`config.mk`:
```
export PLATFORM = sky130hd
export DESIGN_NAME = load_store_unit_flat
export DESIGN_NICKNAME = d
export VERILOG_FILES = /design/src/rtl/load_store_unit_if.sv /design/src/rtl/load_store_unit.sv /design/src/flat_wrapper.sv
export SDC_FILE = /design/constraint.sdc
export NUM_CORES = 1
export LEC_CHECK = 0
export CAP_MARGIN = 20
export CELL_PAD_IN_SITES_DETAIL_PLACEMENT = 0
export CELL_PAD_IN_SITES_GLOBAL_PLACEMENT = 1
export CORE_ASPECT_RATIO = 0.8
export CORE_UTILIZATION = 35
export CTS_CLUSTER_DIAMETER = 200
export CTS_CLUSTER_SIZE = 40
export DETAILED_ROUTE_END_ITERATION = 12
export HOLD_SLACK_MARGIN = 0.02
export PLACE_DENSITY = 0.83
export RECOVER_POWER = 25
export SYNTH_ARGS = -nofsm -noshare
export SYNTH_HDL_FRONTEND = slang
export SYNTH_SLANG_ARGS = --single-unit
```
`constraint.sdc`:
```
create_clock -name clk_i -period 4.9 [get_ports clk_i]
set_input_delay 0.735 -clock clk_i [delete_from_list [all_inputs] [get_ports clk_i]]
set_output_delay 0.735 -clock clk_i [all_outputs]
set_load 0.02 [all_outputs]
```
`src/rtl/load_store_unit_if.sv`:
```
// Data-memory bus between the load/store unit (master) and the memory (slave).
// Signal names carry the LSU's direction so they read the same on both sides.
interface load_store_unit_if #(
    parameter int ADDR_W = 32
) ();
    logic              mem_req_o;
    logic              mem_we_o;
    logic [ADDR_W-1:0] mem_addr_o;
    logic [3:0]        mem_be_o;
    logic [31:0]       mem_wdata_o;
    logic              mem_gnt_i;
    logic              mem_rvalid_i;
    logic [31:0]       mem_rdata_i;

    modport master (
        output mem_req_o, mem_we_o, mem_addr_o, mem_be_o, mem_wdata_o,
        input  mem_gnt_i, mem_rvalid_i, mem_rdata_i
    );

    modport slave (
        input  mem_req_o, mem_we_o, mem_addr_o, mem_be_o, mem_wdata_o,
        output mem_gnt_i, mem_rvalid_i, mem_rdata_i
    );
endinterface

```
`src/rtl/load_store_unit.sv`:
```
// Memory-access stage: turns one load/store into a req/gnt/rvalid bus transaction,
// stalls the core meanwhile and returns aligned, extended load data.
module load_store_unit #(
    parameter int TIMEOUT_CYCLES = 16,
    parameter int ADDR_W         = 32
) (
    input  logic              clk_i,
    input  logic              rst_ni,
    input  logic              data_req_i,
    input  logic              data_wr_i,
    input  logic [1:0]        data_byte_i,
    input  logic              zero_extnd_i,
    input  logic [ADDR_W-1:0] addr_i,
    input  logic [31:0]       wr_data_i,
    output logic              stall_o,
    output logic [31:0]       rd_data_o,
    output logic              rd_valid_o,
    output logic              misalign_o,
    output logic              bus_err_o,
    load_store_unit_if.master mem
);
    localparam logic [1:0] SZ_BYTE  = 2'b00;
    localparam logic [1:0] SZ_HALF  = 2'b01;
    localparam logic [1:0] SZ_WORD  = 2'b10;
    localparam logic [7:0] TMO_LAST = 8'(TIMEOUT_CYCLES - 1);

    typedef enum logic [1:0] {S_IDLE, S_REQ, S_WAIT, S_DONE} state_e;

    state_e            state_q;
    logic [7:0]        tmo_q;
    logic [1:0]        size_q;
    logic [1:0]        off_q;
    logic              zext_q;
    logic              wr_q;
    logic              mem_req_q;
    logic              mem_we_q;
    logic [ADDR_W-1:0] mem_addr_q;
    logic [3:0]        mem_be_q;
    logic [31:0]       mem_wdata_q;
    logic [31:0]       rd_data_q;
    logic              rd_valid_q;
    logic              misalign_q;
    logic              bus_err_q;

    logic              legal_d;
    logic [3:0]        be_d;
    logic [31:0]       wdata_d;
    logic              complete_d;
    logic              abort_d;

    function automatic logic [31:0] align_load(input logic [31:0] rdata,
                                               input logic [1:0]  off,
                                               input logic [1:0]  size,
                                               input logic        zext);
        logic [31:0] sh;
        sh = rdata >> {off, 3'b000};
        case (size)
            SZ_BYTE: align_load = zext ? {24'd0, sh[7:0]}  : {{24{sh[7]}}, sh[7:0]};
            SZ_HALF: align_load = zext ? {16'd0, sh[15:0]} : {{16{sh[15]}}, sh[15:0]};
            default: align_load = rdata;
        endcase
    endfunction

    always_comb begin
        legal_d = 1'b0;
        be_d    = 4'b1111;
        case (data_byte_i)
            SZ_BYTE: begin
                legal_d = 1'b1;
                be_d    = 4'b0001 << addr_i[1:0];
            end
            SZ_HALF: begin
                legal_d = ~addr_i[0];
                be_d    = 4'b0011 << addr_i[1:0];
            end
            SZ_WORD: legal_d = (addr_i[1:0] == 2'b00);
            default: legal_d = 1'b0;
        endcase
        wdata_d = wr_data_i << {addr_i[1:0], 3'b000};

        // A same-cycle gnt+rvalid in REQ finishes the access without visiting WAIT.
        complete_d = 1'b0;
        if (state_q == S_REQ) begin
            complete_d = mem.mem_gnt_i & mem.mem_rvalid_i;
        end else if (state_q == S_WAIT) begin
            complete_d = mem.mem_rvalid_i;
        end
        abort_d = ((state_q == S_REQ) || (state_q == S_WAIT)) && !complete_d &&
                  (tmo_q == TMO_LAST);
    end

    always_ff @(posedge clk_i or negedge rst_ni) begin
        if (!rst_ni) begin
            state_q     <= S_IDLE;
            tmo_q       <= 8'd0;
            size_q      <= 2'b00;
            off_q       <= 2'b00;
            zext_q      <= 1'b0;
            wr_q        <= 1'b0;
            mem_req_q   <= 1'b0;
            mem_we_q    <= 1'b0;
            mem_addr_q  <= '0;
            mem_be_q    <= 4'b0000;
            mem_wdata_q <= 32'd0;
            rd_data_q   <= 32'd0;
            rd_valid_q  <= 1'b0;
            misalign_q  <= 1'b0;
            bus_err_q   <= 1'b0;
        end else begin
            rd_valid_q <= 1'b0;
            misalign_q <= 1'b0;
            bus_err_q  <= 1'b0;
            case (state_q)
                S_IDLE: begin
                    if (data_req_i) begin
                        if (legal_d) begin
                            state_q     <= S_REQ;
                            mem_req_q   <= 1'b1;
                            mem_we_q    <= data_wr_i;
                            mem_addr_q  <= {addr_i[ADDR_W-1:2], 2'b00};
                            mem_be_q    <= be_d;
                            mem_wdata_q <= wdata_d;
                            size_q      <= data_byte_i;
                            off_q       <= addr_i[1:0];
                            zext_q      <= zero_extnd_i;
                            wr_q        <= data_wr_i;
                        end else begin
                            state_q    <= S_DONE;
                            misalign_q <= 1'b1;
                        end
                    end
                end
                S_REQ, S_WAIT: begin
                    if (complete_d) begin
                        state_q    <= S_DONE;
                        tmo_q      <= 8'd0;
                        mem_req_q  <= 1'b0;
                        mem_we_q   <= 1'b0;
                        rd_valid_q <= 1'b1;
                        if (!wr_q) begin
                            rd_data_q <= align_load(mem.mem_rdata_i, off_q, size_q, zext_q);
                        end
                    end else if (abort_d) begin
                        state_q   <= S_DONE;
                        tmo_q     <= 8'd0;
                        mem_req_q <= 1'b0;
                        mem_we_q  <= 1'b0;
                        bus_err_q <= 1'b1;
                    end else begin
                        tmo_q <= tmo_q + 8'd1;
                        if ((state_q == S_REQ) && mem.mem_gnt_i) begin
                            state_q   <= S_WAIT;
                            mem_req_q <= 1'b0;
                            mem_we_q  <= 1'b0;
                        end
                    end
                end
                default: state_q <= S_IDLE;
            endcase
        end
    end

    // The core's request is reflected immediately so the PC holds in the request cycle.
    assign stall_o = rst_ni & (((state_q == S_IDLE) & data_req_i) |
                               (state_q == S_REQ) | (state_q == S_WAIT));

    assign rd_data_o       = rd_data_q;
    assign rd_valid_o      = rd_valid_q;
    assign misalign_o      = misalign_q;
    assign bus_err_o       = bus_err_q;
    assign mem.mem_req_o   = mem_req_q;
    assign mem.mem_we_o    = mem_we_q;
    assign mem.mem_addr_o  = mem_addr_q;
    assign mem.mem_be_o    = mem_be_q;
    assign mem.mem_wdata_o = mem_wdata_q;
endmodule

```
`src/flat_wrapper.sv`:
```
// flat-port wrapper written by rule: the top's interface ports become plain ports
module load_store_unit_flat 
#(
    parameter int TIMEOUT_CYCLES = 16,
    parameter int ADDR_W         = 32
)
  (clk_i, rst_ni, data_req_i, data_wr_i, data_byte_i, zero_extnd_i, addr_i, wr_data_i, stall_o, rd_data_o, rd_valid_o, misalign_o, bus_err_o, mem_mem_req_o, mem_mem_we_o, mem_mem_addr_o, mem_mem_be_o, mem_mem_wdata_o, mem_mem_gnt_i, mem_mem_rvalid_i, mem_mem_rdata_i);
  load_store_unit_if #(.ADDR_W(ADDR_W)) mem_i ();
  input  logic clk_i;
  input  logic rst_ni;
  input  logic data_req_i;
  input  logic data_wr_i;
  input  logic [1:0] data_byte_i;
  input  logic zero_extnd_i;
  input  logic [ADDR_W-1:0] addr_i;
  input  logic [31:0] wr_data_i;
  output logic stall_o;
  output logic [31:0] rd_data_o;
  output logic rd_valid_o;
  output logic misalign_o;
  output logic bus_err_o;
  output wire logic [$bits(mem_i.mem_req_o)-1:0] mem_mem_req_o;
  output wire logic [$bits(mem_i.mem_we_o)-1:0] mem_mem_we_o;
  output wire logic [$bits(mem_i.mem_addr_o)-1:0] mem_mem_addr_o;
  output wire logic [$bits(mem_i.mem_be_o)-1:0] mem_mem_be_o;
  output wire logic [$bits(mem_i.mem_wdata_o)-1:0] mem_mem_wdata_o;
  input wire logic [$bits(mem_i.mem_gnt_i)-1:0] mem_mem_gnt_i;
  input wire logic [$bits(mem_i.mem_rvalid_i)-1:0] mem_mem_rvalid_i;
  input wire logic [$bits(mem_i.mem_rdata_i)-1:0] mem_mem_rdata_i;
  assign mem_mem_req_o = mem_i.mem_req_o;
  assign mem_mem_we_o = mem_i.mem_we_o;
  assign mem_mem_addr_o = mem_i.mem_addr_o;
  assign mem_mem_be_o = mem_i.mem_be_o;
  assign mem_mem_wdata_o = mem_i.mem_wdata_o;
  assign mem_i.mem_gnt_i = mem_mem_gnt_i;
  assign mem_i.mem_rvalid_i = mem_mem_rvalid_i;
  assign mem_i.mem_rdata_i = mem_mem_rdata_i;
  load_store_unit #(.TIMEOUT_CYCLES(TIMEOUT_CYCLES), .ADDR_W(ADDR_W)) u_core (.clk_i(clk_i), .rst_ni(rst_ni), .data_req_i(data_req_i), .data_wr_i(data_wr_i), .data_byte_i(data_byte_i), .zero_extnd_i(zero_extnd_i), .addr_i(addr_i), .wr_data_i(wr_data_i), .stall_o(stall_o), .rd_data_o(rd_data_o), .rd_valid_o(rd_valid_o), .misalign_o(misalign_o), .bus_err_o(bus_err_o), .mem(mem_i));
endmodule
```
==> impl_metrics.env <==
export IMPL_area_growth_pct=48.9
export IMPL_drt_total_wl_um=16700
export IMPL_drive_above_1_share_pct=11.5
export IMPL_min_period_ns=3.31
export IMPL_die_h_um=117
export IMPL_hpwl_um=11700
export IMPL_drt_initial_drc_count=231
export IMPL_required_ns=5.19
export IMPL_fp_dieArea_um2=16900
export IMPL_worstPathArrival_ns=3.60
export IMPL_multi_input_area_um2=2560
export IMPL_skew_ns=0.0110
export IMPL_yosysUniqueCellTypes=47
export IMPL_drt_pass1_iterations=4
export IMPL_antenna_found_initial=0
export IMPL_cts_htree_levels=4
export IMPL_grt_max_degree=95
export IMPL_grtUsageTotal_pct=19.9
export IMPL_power_frac_seq_pct=32.3
export IMPL_final_util_pct=53.8
export IMPL_rsz0062_at_grt="no"
export IMPL_fin_crit_sh_pct=67.6
export IMPL_max_freq_mhz=302
export IMPL_gp_congestion=0.862
export IMPL_synth_warnings=0
export IMPL_violations="capacitance limit, slew limit"
export IMPL_ios=211
export IMPL_antenna_cells=0
export IMPL_drcViolationCount=0
export IMPL_cts_buffers=17
export IMPL_grt_ovfl_total=0
export IMPL_cts_setup_buffers=0
export IMPL_grt_pass1_wl_um=26100
export IMPL_powerDensity_nw_per_um2=655
export IMPL_viasPerCell=5.10
export IMPL_ys_seq_area_share_pct=51.8
export IMPL_ys_top_cells_by_count="119 x dfrtp_1, 81 x nand2_1, 44 x mux2_2, 29 x nor2_1, 27 x mux2i_1"
export IMPL_outcome="finished with violations"
export IMPL_finalSetupViolCount=0
export IMPL_netlist_instances=544
export IMPL_cts_hold_fix_buffers=0
export IMPL_die_width_um=145
export IMPL_cts_resized_gates=0
export IMPL_io_buffers=208
export IMPL_routedWlPerCell_um=17.3
export IMPL_clk_pin_slew_worst_paths_ns=0.05
export IMPL_holdWs_ns=0.288
export IMPL_max_slew_margin_rel_pct=-4.77
export IMPL_synth_seq_cells=119
export IMPL_core_area_um2=15900
export IMPL_ant_nets=0
export IMPL_power_total_mw=5.60
export IMPL_p_clk_share_pct=22.1
export IMPL_cts_max_path_buffers=2
export IMPL_yosysMostFrequentCell="dfrtp_1"
export IMPL_worst_pin_slew_ns=1.57
export IMPL_end_kind="async pin"
export IMPL_fillers=1409
export IMPL_placed_cells=931
export IMPL_cap_viol_max_count=1
export IMPL_timing_setup_tns_ns=0
export IMPL_clkLatencyLatePin_ns=0.42
export IMPL_synthTopCellsByArea="dfrtp_1 52%, mux2_2 8.6%, nand2_1 5.3%"
export IMPL_async_reset_ff_share_pct=100
export IMPL_min_path_type="in -> async"
export IMPL_initial_core_util_pct=36.1
export IMPL_instances_no_fill=964
export IMPL_power_leakage_nw=3.61
export IMPL_maxSlewViolCount=29
export IMPL_p_int_mw=3.53
export IMPL_postLayoutCellArea_um2=8550
export IMPL_hold_viol_final=0
export IMPL_dpl_worst_slack_ns=1.80
export IMPL_synth_area_um2=5740
export IMPL_grt_pass1_vias=4969
export IMPL_timing_final_ws_setup_ns=1.59
export IMPL_clock_root_buffer="clkbuf_16"
export IMPL_synth_edf_count=0
export IMPL_swShare_pct=37.0
export IMPL_finalNetCount=846
export IMPL_cp_max_fo=54
export IMPL_yosysTopAreaCell="dfrtp_1"
export IMPL_syn_area_per_cell_um2=10.6
export IMPL_rows=41
export IMPL_ir_drop_uv=407
export IMPL_switchingPower_mw=2.07
export IMPL_seq_area_um2=2980
export IMPL_worstSetupStartpointType="input pin"
export IMPL_netlist_area_leader_share_pct=51.8
export IMPL_cts_sinks=119
export IMPL_vias=4912
export IMPL_combPwrFrac_pct=45.5
export IMPL_place_area_um2=7970
export IMPL_synth_flop_cell="dfrtp_1"
export IMPL_worstSetupPathType="in -> async"
export IMPL_cts_tree="done"
flip-flops by register name, indices dropped and copies added, names as in the netlist, 2 cells and up:
signal,flops
u_core.mem.mem_addr_o,30
u_core.mem.mem_be_o,4
u_core.mem.mem_wdata_o,32
u_core.off_q,2
u_core.rd_data_o,32
u_core.size_q,2
u_core.state_q,2
u_core.tmo_q,8
area by class of cell:
class | count | share of cell area, %
Inverter | 9 | 0.395
Clock buffer | 24 | 5.75
Tap cell | 215 | 3.14
Sequential cell | 119 | 34.8
Clock inverter | 8 | 1.11
Timing Repair Buffer | 214 | 24.9
Multi-Input combinational cell | 375 | 29.9
placed cells by master, fill, tap and decap left out, types with 3 or more instances in the layout:
cell / n
o21a_1: 6
nand3_1: 14
nor2_1: 29
clkdlybuf4s50_1: 206
a21oi_1: 23
and2_1: 4
nor3_1: 3
buf_4: 4
o22a_1: 8
a22o_1: 9
a211oi_1: 8
xor2_1: 4
clkbuf_1: 4
o211ai_1: 10
nor2b_1: 13
o22ai_1: 9
nand2_1: 81
mux2i_1: 27
and3_1: 3
o21ai_0: 25
o311ai_0: 6
mux2_2: 43
o2bb2ai_1: 9
inv_1: 9
o31ai_1: 9
ha_1: 5
clkbuf_16: 17
xnor2_1: 4
clkinv_2: 4
dfrtp_1: 119
clkbuf_8: 4
final timing paths:
path / startpoint / to / slack (ns) / cells after the start
setup reg to reg: u_core.state_q[0] / u_core.rd_data_o[10] / 1.98 / 6
hold reg to reg: u_core.mem.mem_wdata_o[5] / u_core.mem.mem_wdata_o[5] / 0.48 / 2
max in group clk_i: data_req_i / stall_o / 1.96 / 4
setup / recovery: rst_ni / u_core.mem.mem_wdata_o[9] / 1.59 / 3
min in group clk_i: u_core.mem.mem_wdata_o[5] / u_core.mem.mem_wdata_o[5] / 0.48 / 2
hold / removal: rst_ni / u_core.rd_data_o[28] / 0.29 / 1
layer usage:
metal  GRT usage [%]  up-vias  part of all wire [%]
met2            32.4      178                    49
met1            23.7     2396                    42
met4            6.81        0                   1.4
met5               0        -                     0
met3            8.63       16                   8.3
li1                -     2322                     -
logic make-up (layout without fill, tap and decap cells):
kind of cell,after synthesis,count (layout),synth area share [%]
and+or+nand+nor,156,156,12.0
AOI/OAI and AO/OA,131,131,16.0
DFF,119,119,51.8
muxes,73,73,14.0
buffers and inverters,51,255,3.83
xor gates and xnor gates,8,8,1.22
adders and majority gates,5,5,1.09
other,1,2,0.0653
worst max-delay path, stage by stage:
cell and delay [ns]:
buf_4 0.41, clkbuf_1 1.19, clkbuf_2 1.17
power groups by stage:
stage | clock network (mW) | registers [mW] | logic (mW)
after global routing | 1.31 | 1.88 | 2.74
after global placement | 0 | 1.80 | 2.52
after detailed placement | 0 | 1.82 | 2.56
after floorplan | 0 | 2.17 | 1.02
after CTS | 1.27 | 1.81 | 2.57
final | 1.24 | 1.81 | 2.55
(Power assumes the default switching activity.)
